`config.mk`:
```
export PLATFORM = sky130hd
export DESIGN_NAME = sawtooth_generator
export DESIGN_NICKNAME = d
export VERILOG_FILES = /design/src/rtl/sawtooth_generator.sv
export SDC_FILE = /design/constraint.sdc
export NUM_CORES = 1
export LEC_CHECK = 0
export CELL_PAD_IN_SITES_DETAIL_PLACEMENT = 1
export CELL_PAD_IN_SITES_GLOBAL_PLACEMENT = 2
export CORE_MARGIN = 4
export CORE_UTILIZATION = 40
export CTS_CLUSTER_SIZE = 20
export DETAILED_ROUTE_END_ITERATION = 6
export PLACE_DENSITY = 0.95
export SYNTH_ARGS = -nofsm -noshare
export SYNTH_HDL_FRONTEND = slang
export SYNTH_SLANG_ARGS = --single-unit
```
`constraint.sdc`:
```
create_clock -name clk_i -period 3.9 [get_ports clk_i]
set_input_delay 0.585 -clock clk_i [delete_from_list [all_inputs] [get_ports clk_i]]
set_output_delay 0.585 -clock clk_i [all_outputs]
set_load 0.02 [all_outputs]
```
`src/rtl/sawtooth_generator.sv`:
```
`default_nettype none
// ============================================================================
// Module      : sawtooth_generator
// Description : Phase-accumulator sawtooth source. A programmable prescaler
//               produces sample ticks. On each tick the phase accumulator
//               advances by the active increment. The top N_FRAC+1 bits,
//               with the MSB inverted, form a signed Q0.N_FRAC sawtooth.
//               A new increment is staged in a shadow register and takes
//               effect only on a sample boundary, so the waveform never
//               glitches mid-sample.
// Revision    : 1.0 - initial release
// ----------------------------------------------------------------------------
// Ports
//   clk_i                        in   system clock
//   rst_i                        in   asynchronous reset, active low
//   enable_i                     in   1 = run prescaler/accumulator, 0 = hold
//   prescaler_i                  in   tick every prescaler_i+1 enabled clocks
//   increment_i                  in   new phase increment (unsigned)
//   increment_valid_strobe_i     in   capture increment_i into the shadow
//   phase_reset_strobe_i         in   synchronous restart at phase 0
//   counter_value_o              out  signed sawtooth value (Q0.N_FRAC)
//   counter_value_valid_strobe_o out  one-cycle pulse, new value present
//   wrap_strobe_o                out  one-cycle pulse, accumulator overflowed
//   increment_pending_o          out  shadow captured, not yet applied
// ============================================================================
module sawtooth_generator #(
  parameter int               N_FRAC            = 7,
  parameter int               N_ACC             = 16,
  parameter int               PRESCALER_WIDTH   = 8,
  parameter logic [N_ACC-1:0] DEFAULT_INCREMENT = 'h0100
) (
  input  logic                       clk_i,
  input  logic                       rst_i,
  input  logic                       enable_i,
  input  logic [PRESCALER_WIDTH-1:0] prescaler_i,
  input  logic [N_ACC-1:0]           increment_i,
  input  logic                       increment_valid_strobe_i,
  input  logic                       phase_reset_strobe_i,
  output logic [N_FRAC:0]            counter_value_o,
  output logic                       counter_value_valid_strobe_o,
  output logic                       wrap_strobe_o,
  output logic                       increment_pending_o
);

  // --------------------------------------------------------------------------
  // State
  // --------------------------------------------------------------------------
  logic [N_ACC-1:0]           r_acc;
  logic [PRESCALER_WIDTH-1:0] r_cnt;
  logic [N_ACC-1:0]           r_active_inc;
  logic [N_ACC-1:0]           r_shadow_inc;
  logic                       r_pending;
  logic                       r_valid;
  logic                       r_wrap;

  // --------------------------------------------------------------------------
  // Combinational helpers
  // --------------------------------------------------------------------------
  // Using >= rather than == means a prescaler lowered below the running
  // count terminates the current period at once instead of wrapping the
  // counter around its full range.
  logic                       w_cnt_done;
  logic                       w_tick;
  logic [N_ACC:0]             w_sum;
  logic                       w_apply_shadow;

  assign w_cnt_done     = (r_cnt >= prescaler_i);
  // Phase reset wins over a coincident tick.
  assign w_tick         = enable_i & w_cnt_done & ~phase_reset_strobe_i;
  // One extra bit captures the carry that drives the wrap strobe.
  assign w_sum          = {1'b0, r_acc} + {1'b0, r_active_inc};
  assign w_apply_shadow = w_tick & r_pending;

  // --------------------------------------------------------------------------
  // Prescaler, accumulator and output strobes
  // --------------------------------------------------------------------------
  always_ff @(posedge clk_i or negedge rst_i) begin
    if (!rst_i) begin
      r_acc   <= '0;
      r_cnt   <= '0;
      r_valid <= 1'b0;
      r_wrap  <= 1'b0;
    end else begin
      r_valid <= 1'b0;
      r_wrap  <= 1'b0;
      if (phase_reset_strobe_i) begin
        r_acc <= '0;
        r_cnt <= '0;
      end else if (!enable_i) begin
        // Clearing the count here guarantees a full prescaler period
        // before the first tick after enable returns.
        r_cnt <= '0;
      end else if (w_cnt_done) begin
        r_acc   <= w_sum[N_ACC-1:0];
        r_cnt   <= '0;
        r_valid <= 1'b1;
        r_wrap  <= w_sum[N_ACC];
      end else begin
        r_cnt <= r_cnt + PRESCALER_WIDTH'(1);
      end
    end
  end

  // --------------------------------------------------------------------------
  // Increment shadow handshake
  // --------------------------------------------------------------------------
  // The tick that applies the shadow still adds the old active increment,
  // because w_sum is formed from r_active_inc before this edge updates it.
  // A load on the applying tick moves the old shadow into the active
  // register and leaves the freshly loaded value pending.
  always_ff @(posedge clk_i or negedge rst_i) begin
    if (!rst_i) begin
      r_active_inc <= DEFAULT_INCREMENT;
      r_shadow_inc <= DEFAULT_INCREMENT;
      r_pending    <= 1'b0;
    end else begin
      if (w_apply_shadow) begin
        r_active_inc <= r_shadow_inc;
      end
      if (increment_valid_strobe_i) begin
        r_shadow_inc <= increment_i;
        r_pending    <= 1'b1;
      end else if (w_apply_shadow) begin
        r_pending    <= 1'b0;
      end
    end
  end

  // --------------------------------------------------------------------------
  // Outputs
  // --------------------------------------------------------------------------
  // Inverting the MSB re-centres the unsigned phase into two's complement:
  // phase 0 maps to the most negative code, full scale to 1-LSB.
  assign counter_value_o              = {~r_acc[N_ACC-1], r_acc[N_ACC-2 -: N_FRAC]};
  assign counter_value_valid_strobe_o = r_valid;
  assign wrap_strobe_o                = r_wrap;
  assign increment_pending_o          = r_pending;

endmodule
`default_nettype wire

```
== Word level (Yosys, flattened, before mapping) ==
Cells that the tools add are included.

* Bitwise gates (word level): 5
* Multiplexer cells: 14
* $lt $le $gt $ge: 1
* Reductions and logical operators: 4
* $add $sub $neg: 2

{| class="wikitable"
|+ Operators with widths
! cell !! count
|-
| 16-bit 2-to-1 mux || 3
|-
| 8-bit 2-to-1 mux || 3
|-
| 16-bit by 16-bit adder with 17-bit output || 1
|-
| 8-bit by 1-bit adder with 8-bit output, second input constant || 1
|-
| 8-bit greater-or-equal comparator || 1
|-
| 1-bit 2-to-1 mux || 8
|-
| 2-bit nonzero test || 3
|-
| 1-bit AND || 3
|-
| 1-bit inverter || 2
|-
| 2-bit AND reduction || 1
|}

* Logic and storage cells: 33
* Register bits after elaboration: 59

== Longest topological paths before layout ==
Gate-level depths: netlist of run 1.

* Depth in word-level cells: 6
* Mapped depth: 11
* Mapped depth without buffers: 9

== Worst setup path after synthesis of run 1 ==
No wires, ideal clock.

* Kind: input -> register
* From: input prescaler_i[4]
* To: register r_active_inc[10]
* Arrival: 2.405 ns
* Buffers on the path: 2
* Library setup time: 0.125 ns
* Stages: 11
* Slack: 1.370 ns
* Cells stage by stage: inv_1 ha_1 a211o_1 a21oi_1 o21ai_1 a21o_1 and3b_1 and2_4 buf_6 buf_12 mux2_4

* Cells in the longest elaborated chain, start to end: 4

{| class="wikitable"
|+ Ends and longest elaborated chain
! item !! RTL line !! RTL
|-
| from (decl) || 35 || <nowiki>input logic [PRESCALER_WIDTH-1:0] prescaler_i,</nowiki>
|-
| 8-bit greater-or-equal comparator || 67 || <nowiki>assign w_cnt_done = (r_cnt >= prescaler_i);</nowiki>
|-
| 1-bit AND (2 in a row) || 69 || <nowiki>assign w_tick = enable_i & w_cnt_done & ~phase_reset_strobe_i;</nowiki>
|-
| 1-bit AND || 72 || <nowiki>assign w_apply_shadow = w_tick & r_pending;</nowiki>
|-
| to (signal assigned) || 118 || <nowiki>r_active_inc <= r_shadow_inc;</nowiki>
|-
| to (decl) || 50 || <nowiki>logic [N_ACC-1:0] r_active_inc;</nowiki>
|}

No other way between the ends.
A chain may end at the register's enable or synchronous reset.

== Final worst setup path of run 1 ==
* From: input prescaler_i[5]
* To: register r_active_inc[3]

Same word-level chain as after synthesis.

==> results of run 1 <==
## metrics by stage
stage	cell area (um^2)	cells	setup slack, ns
after floorplan	3190	268	1.37
after global placement	3600	396	0.956
after detailed placement	3600	396	0.887
after CTS	3810	412	1.23
after global routing	3810	412	1.13
final	3810	412	1.26
## cells by family (layout without fill, tap and decap cells)
| family | after synthesis | after routing |
|---|---|---|
| adder cells (fa/ha/maj) | 26 | 26 |
| XOR/XNOR | 19 | 19 |
| flip-flops | 59 | 59 |
| AND/OR/NAND/NOR | 45 | 45 |
| buffers and inverters | 29 | 71 |
| multiplexers | 32 | 32 |
| AO/OA/AOI/OAI | 58 | 58 |
## power breakdown
part	switching, mW	internal, mW	total [mW]	leakage [nW]
sequential	0.0205	0.642	0.663	0.774
combinational	0.0532	0.0709	0.124	0.986
clock	0.241	0.358	0.599	0.103
## final cells by class
type / count / area (um^2)
Fill cell: 824 / 3920
Multi-Input combinational cell: 180 / 1540
Sequential cell: 59 / 1480
Timing Repair Buffer: 42 / 408
Clock buffer: 11 / 131
Tap cell: 102 / 128
Clock inverter: 5 / 77.6
Inverter: 13 / 48.8
## per-layer routing
layer	track usage, %	part of all wire, %	vias to the layer above
met3	4.16	4.0	5
met4	6.28	0.84	0
met5	0	0	-
met2	24.6	49	37
met1	19.6	46	1078
li1	-	-	1023
## sequential cells by signal, summed over array words and instances (netlist names)
signal                        count
increment_pending_o               1
wrap_strobe_o                     1
r_active_inc                     16
r_acc                            16
r_cnt                             8
r_shadow_inc                     16
counter_value_valid_strobe_o      1
## layout by cell type (no fill, tap or decap), types with 4 or more instances in the layout
cell type                         Yosys  final
sky130_fd_sc_hd__a211oi_1             4      4
sky130_fd_sc_hd__xnor2_1             11     11
sky130_fd_sc_hd__ha_1                25     25
sky130_fd_sc_hd__xor2_1               8      8
sky130_fd_sc_hd__a21o_1               6      6
sky130_fd_sc_hd__clkbuf_8             0      9
sky130_fd_sc_hd__nor2_1              16     16
sky130_fd_sc_hd__nand2_1              6      6
sky130_fd_sc_hd__dfrtp_1             57     57
sky130_fd_sc_hd__nand2b_1             4      4
sky130_fd_sc_hd__mux2_4              10     10
sky130_fd_sc_hd__clkdlybuf4s50_1      0     38
sky130_fd_sc_hd__nand3_1              9      9
sky130_fd_sc_hd__a21oi_1             12     12
sky130_fd_sc_hd__o21ai_0              8      8
sky130_fd_sc_hd__a22o_1              15     15
sky130_fd_sc_hd__mux2_2              22     22
sky130_fd_sc_hd__inv_1               13     13
## worst min-delay path by stage
stage	to	cells after the start	start
floorplan	counter_value_valid_strobe_o$_DFF_PN0_	0	rst_i
global placement	r_active_inc[9]$_DFFE_PN0P_	1	r_shadow_inc[9]$_DFFE_PN0P_
detailed placement	r_acc[0]$_DFFE_PN0P_	1	r_acc[0]$_DFFE_PN0P_
CTS	r_acc[11]$_DFFE_PN0P_	1	rst_i
global route	r_acc[11]$_DFFE_PN0P_	1	rst_i
finish	r_acc[11]$_DFFE_PN0P_	1	rst_i
==> run summary, run 1 <==
From bottom edge to top edge, the die measures between 90 and 100 um. In this run the worst setup path begins at prescaler_i[5]. Entering global routing, the biggest net connects 37 pins. When the netlist entered floorplanning its net count stood at ~320. The vias per cell came out at 5.20. The tightest hold path in the finished design has a slack of around 0.23 ns. The first global-routing pass estimated 11700 um of wire.

The iteration-0 DRC count of the detailed router is 80. The fraction of registers with async set or reset after synthesis is 100%. The number of antenna violations at the first check in global routing came to 0. The total clock sinks came out at 59. The endpoint identified for the worst register-to-register timing path is r_acc[14]$_DFFE_PN0P_. The area of the die came out at 9470 um^2. Post-CTS timing repair inserted 0 buffers for setup. After clock tree synthesis, the clock-pin slew on the worst setup and hold paths is about 0.070 ns.

The number of H-tree branching levels came out at 3. Static timing analysis puts the maximum clock frequency at between 300 and 400 MHz. The aggregate routed wire length is about 6800 um. The max-slew violation count is 0.

The number of resized instances in the post-cts repair step came out at 0. Setup repair after global routing left no endpoint under its margin. The setup TNS came out at 0 ns. The post-synthesis share of cell area spent on full adders, half adders and majority gates is between 10% and 20%.

The count of max-cap constraint violations came out at 0. The startpoint identified for the worst register-to-register timing path is r_acc[0]$_DFFE_PN0P_. The initial core utilization is between 40% and 50%. The die is around 97 um wide. Counting both buffers and inverters, the worst setup path holds a total of 2. The congestion estimate from routability-driven global placement came to 0.802. The area added between synthesis and finish came out at 19.5%. The worst reg-to-reg path cell count is 9. Setup violations remaining at the end of the flow were counted as 0. The depth of the critical timing path with buffers and inverters included came out at 10. Cells fill 49.3% of the core in the end. The post-synthesis xor/xnor area fraction came out at 5.22%. In the post-synthesis netlist, the cell with the most instances is sky130_fd_sc_hd__dfrtp_1.

The hold violation total from the final report came out at 0. The synthesized design contains 0 enable-type register cells. The standard cell core area came out at around 7700 um^2. After detailed routing, the average wire length per cell comes to 16.4 um. Hold repair after CTS inserted 0 buffers. The kind of cell with the highest combined delay along the critical path is simple AND/OR/NAND/NOR gates. The insertion delay of the later-clocked pin in the worst-skew pair is 0.34 ns. The headroom to the max-slew limit came out at around 49%. The half-perimeter wire length after placement came out at 5080 um. The quantity of I/O buffers inserted on ports came out at 39.

The number of iterations in the first detailed-routing pass is 4. The critical path goes through clkdlybuf4s50_1 > inv_1 > ha_1 > and4_1 > o21ai_0 > o21ai_1 > a21o_1 > and3b_1 > and2_4 > mux2_2. The netlist area before placement came out at between 3000 and 4000 um^2. The share of synthesized area occupied by flip-flops and latches came out at 46.4%. After synthesis, the largest family of logic cells by area is compound AO/OA/AOI/OAI gates. TritonCTS built the clock tree.

The antenna violation net count after detailed routing came out at 0. The via count of the first global-routing pass is approximately 2400. The count of nets after finishing came out at 360. The nature of the critical path endpoint is a register. Clock tree synthesis selected as its root buffer the cell sky130_fd_sc_hd__clkbuf_8. The path type of the worst min-delay path is primary input to asynchronous set/reset pin. The share of final-layout standard cells stronger than drive strength 1 is between 10% and 20%.

The data required time at the worst endpoint is around 4.1 ns. The capture point of the critical path is r_active_inc[3]$_DFFE_PN0P_. The ratio of total power to cell area is between 300 and 400 nW/um^2. For this design the static power due to leakage is 1.86 nW.

The floorplan has 32 rows. The master of the slowest instance on the critical path is sky130_fd_sc_hd__clkdlybuf4s50_1. The minimum setup slack among reg-to-reg paths came out at roughly 1.5 ns.

The overflow left after global routing is 0. The number of top-level design ports is 40. Sorting the synthesized cells by how often they occur yields 57 x sky130_fd_sc_hd__dfrtp_1, 25 x sky130_fd_sc_hd__ha_1, 22 x sky130_fd_sc_hd__mux2_2, 16 x sky130_fd_sc_hd__nor2_1, 15 x sky130_fd_sc_hd__a22o_1. For the final database, setup skew stands at 0.00939 ns. Synthesis produced a netlist whose cell count is 268. The number of antenna repair diodes is 0. In this run, CTS created clock tree buffers numbering 9. The synthesized-area fraction occupied by ao, oa, aoi and oai cells came out at 13.1%. The simple-gate share of the synthesized area came out at between 7 and 8%. After synthesis, the mean cell area works out to roughly 12 um^2. In the synthesized netlist the dominant register cell turns out to be sky130_fd_sc_hd__dfrtp_1. The share of Yosys cell area claimed by the top area cell type is between 40 and 50%. The run finished with clean final reports. Yosys mapped the design onto 41 distinct sky130hd cell types.

The largest vdd supply drop is ~0.18 mV. The completed layout was analyzed and its total power is 1.39 mW. The register bit count reported by yosys came out at 59. On the worst path, the slowest cell contributes a delay of around 0.46 ns. Across every metal layer, demand over resource in global routing totals between 10% and 20%. The multiplexer fraction of the synthesized cell area came out at between 10% and 20%. The highest net fanout along the worst path came out at 16.

The cell taking the most area after synthesis is sky130_fd_sc_hd__dfrtp_1. The part of the cycle the worst path needs is slightly below 70%. The time the worst path needs with I/O delays and setup came out at roughly 2.6 ns. Ranked by total cell area, the synthesized netlist is headed by sky130_fd_sc_hd__dfrtp_1 45%, sky130_fd_sc_hd__ha_1 9.8%, sky130_fd_sc_hd__mux2_2 7.8%. The routed via count came out at ~2100. The number of remaining DRC errors is 0. The measured slew at the worst slew-check pin came out at 0.756 ns.

The setup path with the least slack is of type primary input to register. The number of synthesis warnings is 0. Data on the critical path arrives at its endpoint at 2.86 ns. STA classifies the critical path startpoint as a primary input. The clock tree buffer depth is 2.
No activity file was read; power rests on OpenSTA's default activity.
==> run 2: changes to the inputs <==
--- a/config.mk
+++ b/config.mk
@@ -8,10 +8,10 @@
 export CELL_PAD_IN_SITES_DETAIL_PLACEMENT = 1
 export CELL_PAD_IN_SITES_GLOBAL_PLACEMENT = 2
 export CORE_MARGIN = 4
-export CORE_UTILIZATION = 40
+export CORE_UTILIZATION = 37
 export CTS_CLUSTER_SIZE = 20
 export DETAILED_ROUTE_END_ITERATION = 6
-export PLACE_DENSITY = 0.95
+export PLACE_DENSITY = 0.89
 export SYNTH_ARGS = -nofsm -noshare
 export SYNTH_HDL_FRONTEND = slang
 export SYNTH_SLANG_ARGS = --single-unit
==> constraint.sdc (replaced) <==
create_clock -name clk_i -period 2.67 [get_ports clk_i]
set_input_delay 0.4005 -clock clk_i [delete_from_list [all_inputs] [get_ports clk_i]]
set_output_delay 0.4005 -clock clk_i [all_outputs]
set_load 0.02 [all_outputs]
==> run 2 against run 1 <==
Flip-flop and latch count did not move. Global-route usage fell by 1.4 points. Sequential power grew 46%. Worst hold slack worse by 0.18 ns. Critical endpoint is now r_active_inc[0]$_DFFE_PN0P_. Largest cell class unchanged.
==> run summary, run 2 (same netlist as run 1, synthesis figures left out) <==
The worst hold slack across all endpoints came out at 0.0530 ns (-0.179 ns). The max-slew violation count came out at 0 (unchanged). The part of the cycle the worst path needs is between 90% and 100%. The measured slew at the worst slew-check pin was 0.707 ns (-0.0489 ns). The pin count of the biggest net entering global routing was 39 (+5.4%). The hold violation total from the final report came out at 0 (unchanged). The worst register-to-register path ends at r_acc[14]$_DFFE_PN0P_. The insertion delay of the later-clocked pin in the worst-skew pair came out at 0.33 ns (about the same). The fmax is around 400 MHz. The worst hold path belongs to the class primary input to asynchronous set/reset pin.

The half-perimeter wire length after placement came out at 4900 um (-3.6%). The area added between synthesis and finish is 21.1%. The vias per cell is 5.11 (-1.8%). The standby leakage power is 1.89 nW (+1.3%).

The clock tree buffer depth came out at 2 (unchanged). The number of H-tree branching levels is 3 (unchanged). The routed via count came to 2131 (-0.56%). The post-layout total power came to 2.08 mW (+50%). The total clock sinks came out at 59 (unchanged). The number of resized instances in the post-cts repair step came to 0 (unchanged). The quantity of I/O buffers inserted on ports is 39 (unchanged). The standard cell core area is 8300 um^2 (+7.4%).

Tracing the worst setup path back leads to its startpoint at prescaler_i[5]. The worst reg-to-reg path cell count came out at 9 (unchanged). The category of the worst setup path launch point is a primary input. The iteration-0 DRC count of the detailed router came to 74 (-7.5%). The filler cell count in the final layout came out at 893 (+8.4%).

In this run the critical register-to-register path is launched from r_acc[0]$_DFFE_PN0P_. The minimum setup slack among reg-to-reg paths came to 0.24 ns (-1.24 ns). The highest net fanout along the worst path is 16 (unchanged). The number of cell rows came out at 33 (+3.1%). The worst setup path is of the primary input to register kind. Leaving out fill and tap cells, the most frequent cell in the layout is sky130_fd_sc_hd__dfrtp_1. The slowest stage of the critical path is the sky130_fd_sc_hd__clkdlybuf4s50_1 cell. The horizontal die dimension is 101 um (+3.6%). The area of the die came out at 10200 um^2 (+7.4%). The number of antenna repair diodes is 0 (unchanged). The total setup buffers inserted after CTS is 0 (unchanged). The depth of the critical timing path with buffers and inverters included was 10 (unchanged). The data required time at the worst endpoint is 2.88 ns (-1.24 ns). The number of iterations in the first detailed-routing pass is 4 (unchanged).

The initial core utilization is 38.4% (-2.8 points). The critical path goes through clkdlybuf4s50_1 > inv_1 > ha_1 > and4_1 > o21ai_0 > o21ai_1 > a21o_1 > and3b_1 > and2_4 > mux2_2. The overall die height came to 101 um (+3.6%). TritonCTS built the clock tree. The number of setup violations in the final report is 0 (unchanged). The via count of the first global-routing pass came out at 2273 (-4.1%). Following the worst setup path forward leads to its endpoint at r_active_inc[0]$_DFFE_PN0P_. The share of final-layout standard cells stronger than drive strength 1 is 18.9% (+0.85 points). The maximum cell stage delay along the critical path came out at 0.46 ns (about the same). Among cell families on the critical path, the largest total delay comes from simple AND/OR/NAND/NOR gates. The ratio of total power to cell area was 539 nW/um^2 (+48%). The number of buffers added by the clock tree synthesis step came to 9 (unchanged). The aggregate routed wire length came out at 6630 um (-2.1%). The largest vdd supply drop is 0.375 mV (+100%). The flow ran to the end, and the final reports show no timing, DRC or antenna violations.

The final estimated routing congestion in global placement is 0.763 (-4.9%). The global-route usage over all layers came out at 13.9% (-1.4 points). The number of top-level design ports came out at 40 (unchanged). The number of antenna violations at the first check in global routing came out at 0 (unchanged). The global-route wire length before repair is 11000 um (-5.7%).

The setup skew after layout came out at 0.00657 ns (-0.00281 ns). The largest registers in the layout are r_acc: 16 flops, r_active_inc: 16 flops, r_shadow_inc: 16 flops. The average wire length per cell after detail routing is 15.9 um (-3.2%).

The nature of the critical path endpoint is a register. The number of remaining DRC errors came out at 0 (unchanged). The antenna violation net count after detailed routing is 0 (unchanged). The count of nets after finishing came out at 362 (+0.56%). The final worst slack is 0.167 ns (-1.09 ns). The library cells used most frequently in the layout, excluding fill and tap cells, are 57 x sky130_fd_sc_hd__dfrtp_1, 38 x sky130_fd_sc_hd__clkdlybuf4s50_1, 25 x sky130_fd_sc_hd__ha_1, 22 x sky130_fd_sc_hd__mux2_2, 16 x sky130_fd_sc_hd__nor2_1. The data arrival time at the worst-slack endpoint came out at 2.71 ns (-0.15 ns). The setup slack after placement came out at -0.148 ns (-1.03 ns). Setup repair after global routing left no endpoint under its margin. The overflow left after global routing came to 0 (unchanged). The cell sitting at the root of the clock tree is a sky130_fd_sc_hd__clkbuf_8. The count of hold-fix buffers inserted at cts is 0 (unchanged).

The clock transition at the register clock pins on the worst setup and hold paths after CTS is 0.07 ns (about the same). The count of max-cap constraint violations is 0 (unchanged). The worst path needs approximately 2.5 ns of the cycle, external delays included. The headroom to the max-slew limit is 52.7% (+3.3 points). The buffer and inverter count on the worst path came to 2 (unchanged).
[run 2: changes by cell type in the layout (fill, tap and decap cells not counted)]
| cell | before | now |
|---|---|---|
| sky130_fd_sc_hd__buf_12 | 0 | 1 |
| sky130_fd_sc_hd__buf_4 | 3 | 4 |
| sky130_fd_sc_hd__clkbuf_1 | 2 | 1 |
| sky130_fd_sc_hd__clkbuf_8 | 9 | 11 |
| sky130_fd_sc_hd__clkinv_2 | 2 | 1 |
[run 2: worst min path at each step]
stage | cells after the start | endpoint | slack (ns)
6_report | 1 | r_acc[10]$_DFFE_PN0P_ | 0.05
5_1_grt | 1 | r_cnt[3]$_DFF_PN0_ | 0.09
4_1_cts | 1 | r_acc[10]$_DFFE_PN0P_ | 0.07
3_5_place_dp | 1 | r_acc[5]$_DFFE_PN0P_ | 0.43
3_3_place_gp | 1 | r_acc[10]$_DFFE_PN0P_ | 0.43
2_1_floorplan | 0 | counter_value_valid_strobe_o$_DFF_PN0_ | 0.10
[run 2: area by class of cell]
type                    count  area (um^2)  share of cell area, %
flip-flops and latches     59         1480                   38.3
repair buffers             44          435                   11.3
clock buffers              12          155                   4.02
well taps                 105          131                   3.40
inverters                  13         48.8                   1.26
multi-input cells         180         1540                   39.9
clock inverters             4         72.6                   1.88
[run 2: power by group]
part / switching (mW) / internal (mW) / total [mW]
sequential: 0.0310 / 0.938 / 0.969
combinational: 0.0771 / 0.107 / 0.184
clock: 0.355 / 0.576 / 0.930
[run 2: worst reg2reg max path, cell delays in order (launching register included)]
cell	delay, ns
sky130_fd_sc_hd__dfrtp_1	0.39
sky130_fd_sc_hd__ha_1	0.23
sky130_fd_sc_hd__fa_1	0.42
sky130_fd_sc_hd__a21o_1	0.22
sky130_fd_sc_hd__a31oi_1	0.24
sky130_fd_sc_hd__o31a_1	0.22
sky130_fd_sc_hd__o211ai_2	0.14
sky130_fd_sc_hd__o22ai_2	0.22
sky130_fd_sc_hd__xnor2_1	0.09
sky130_fd_sc_hd__a22o_1	0.17
[run 2: metal layers]
metal | vias up | GRT usage, % | share of wire [%]
li1 | 1036 | - | -
met1 | 1046 | 19.4 | 48
met2 | 41 | 21.7 | 46
met3 | 8 | 2.70 | 4.7
met4 | 0 | 4.66 | 1.1
met5 | - | 0 | 0
[run 2: through the flow]
step           utilization, %  TNS (ns)  instances  cell area (um^2)
3_5_place_dp             43.8     -3.16        401              3630
5_1_grt                  46.5         0        417              3860
2_1_floorplan               -         0        268              3190
4_1_cts                  46.5         0        417              3860
3_3_place_gp             43.8     -1.98        401              3630
6_report                 46.5         0        417              3860
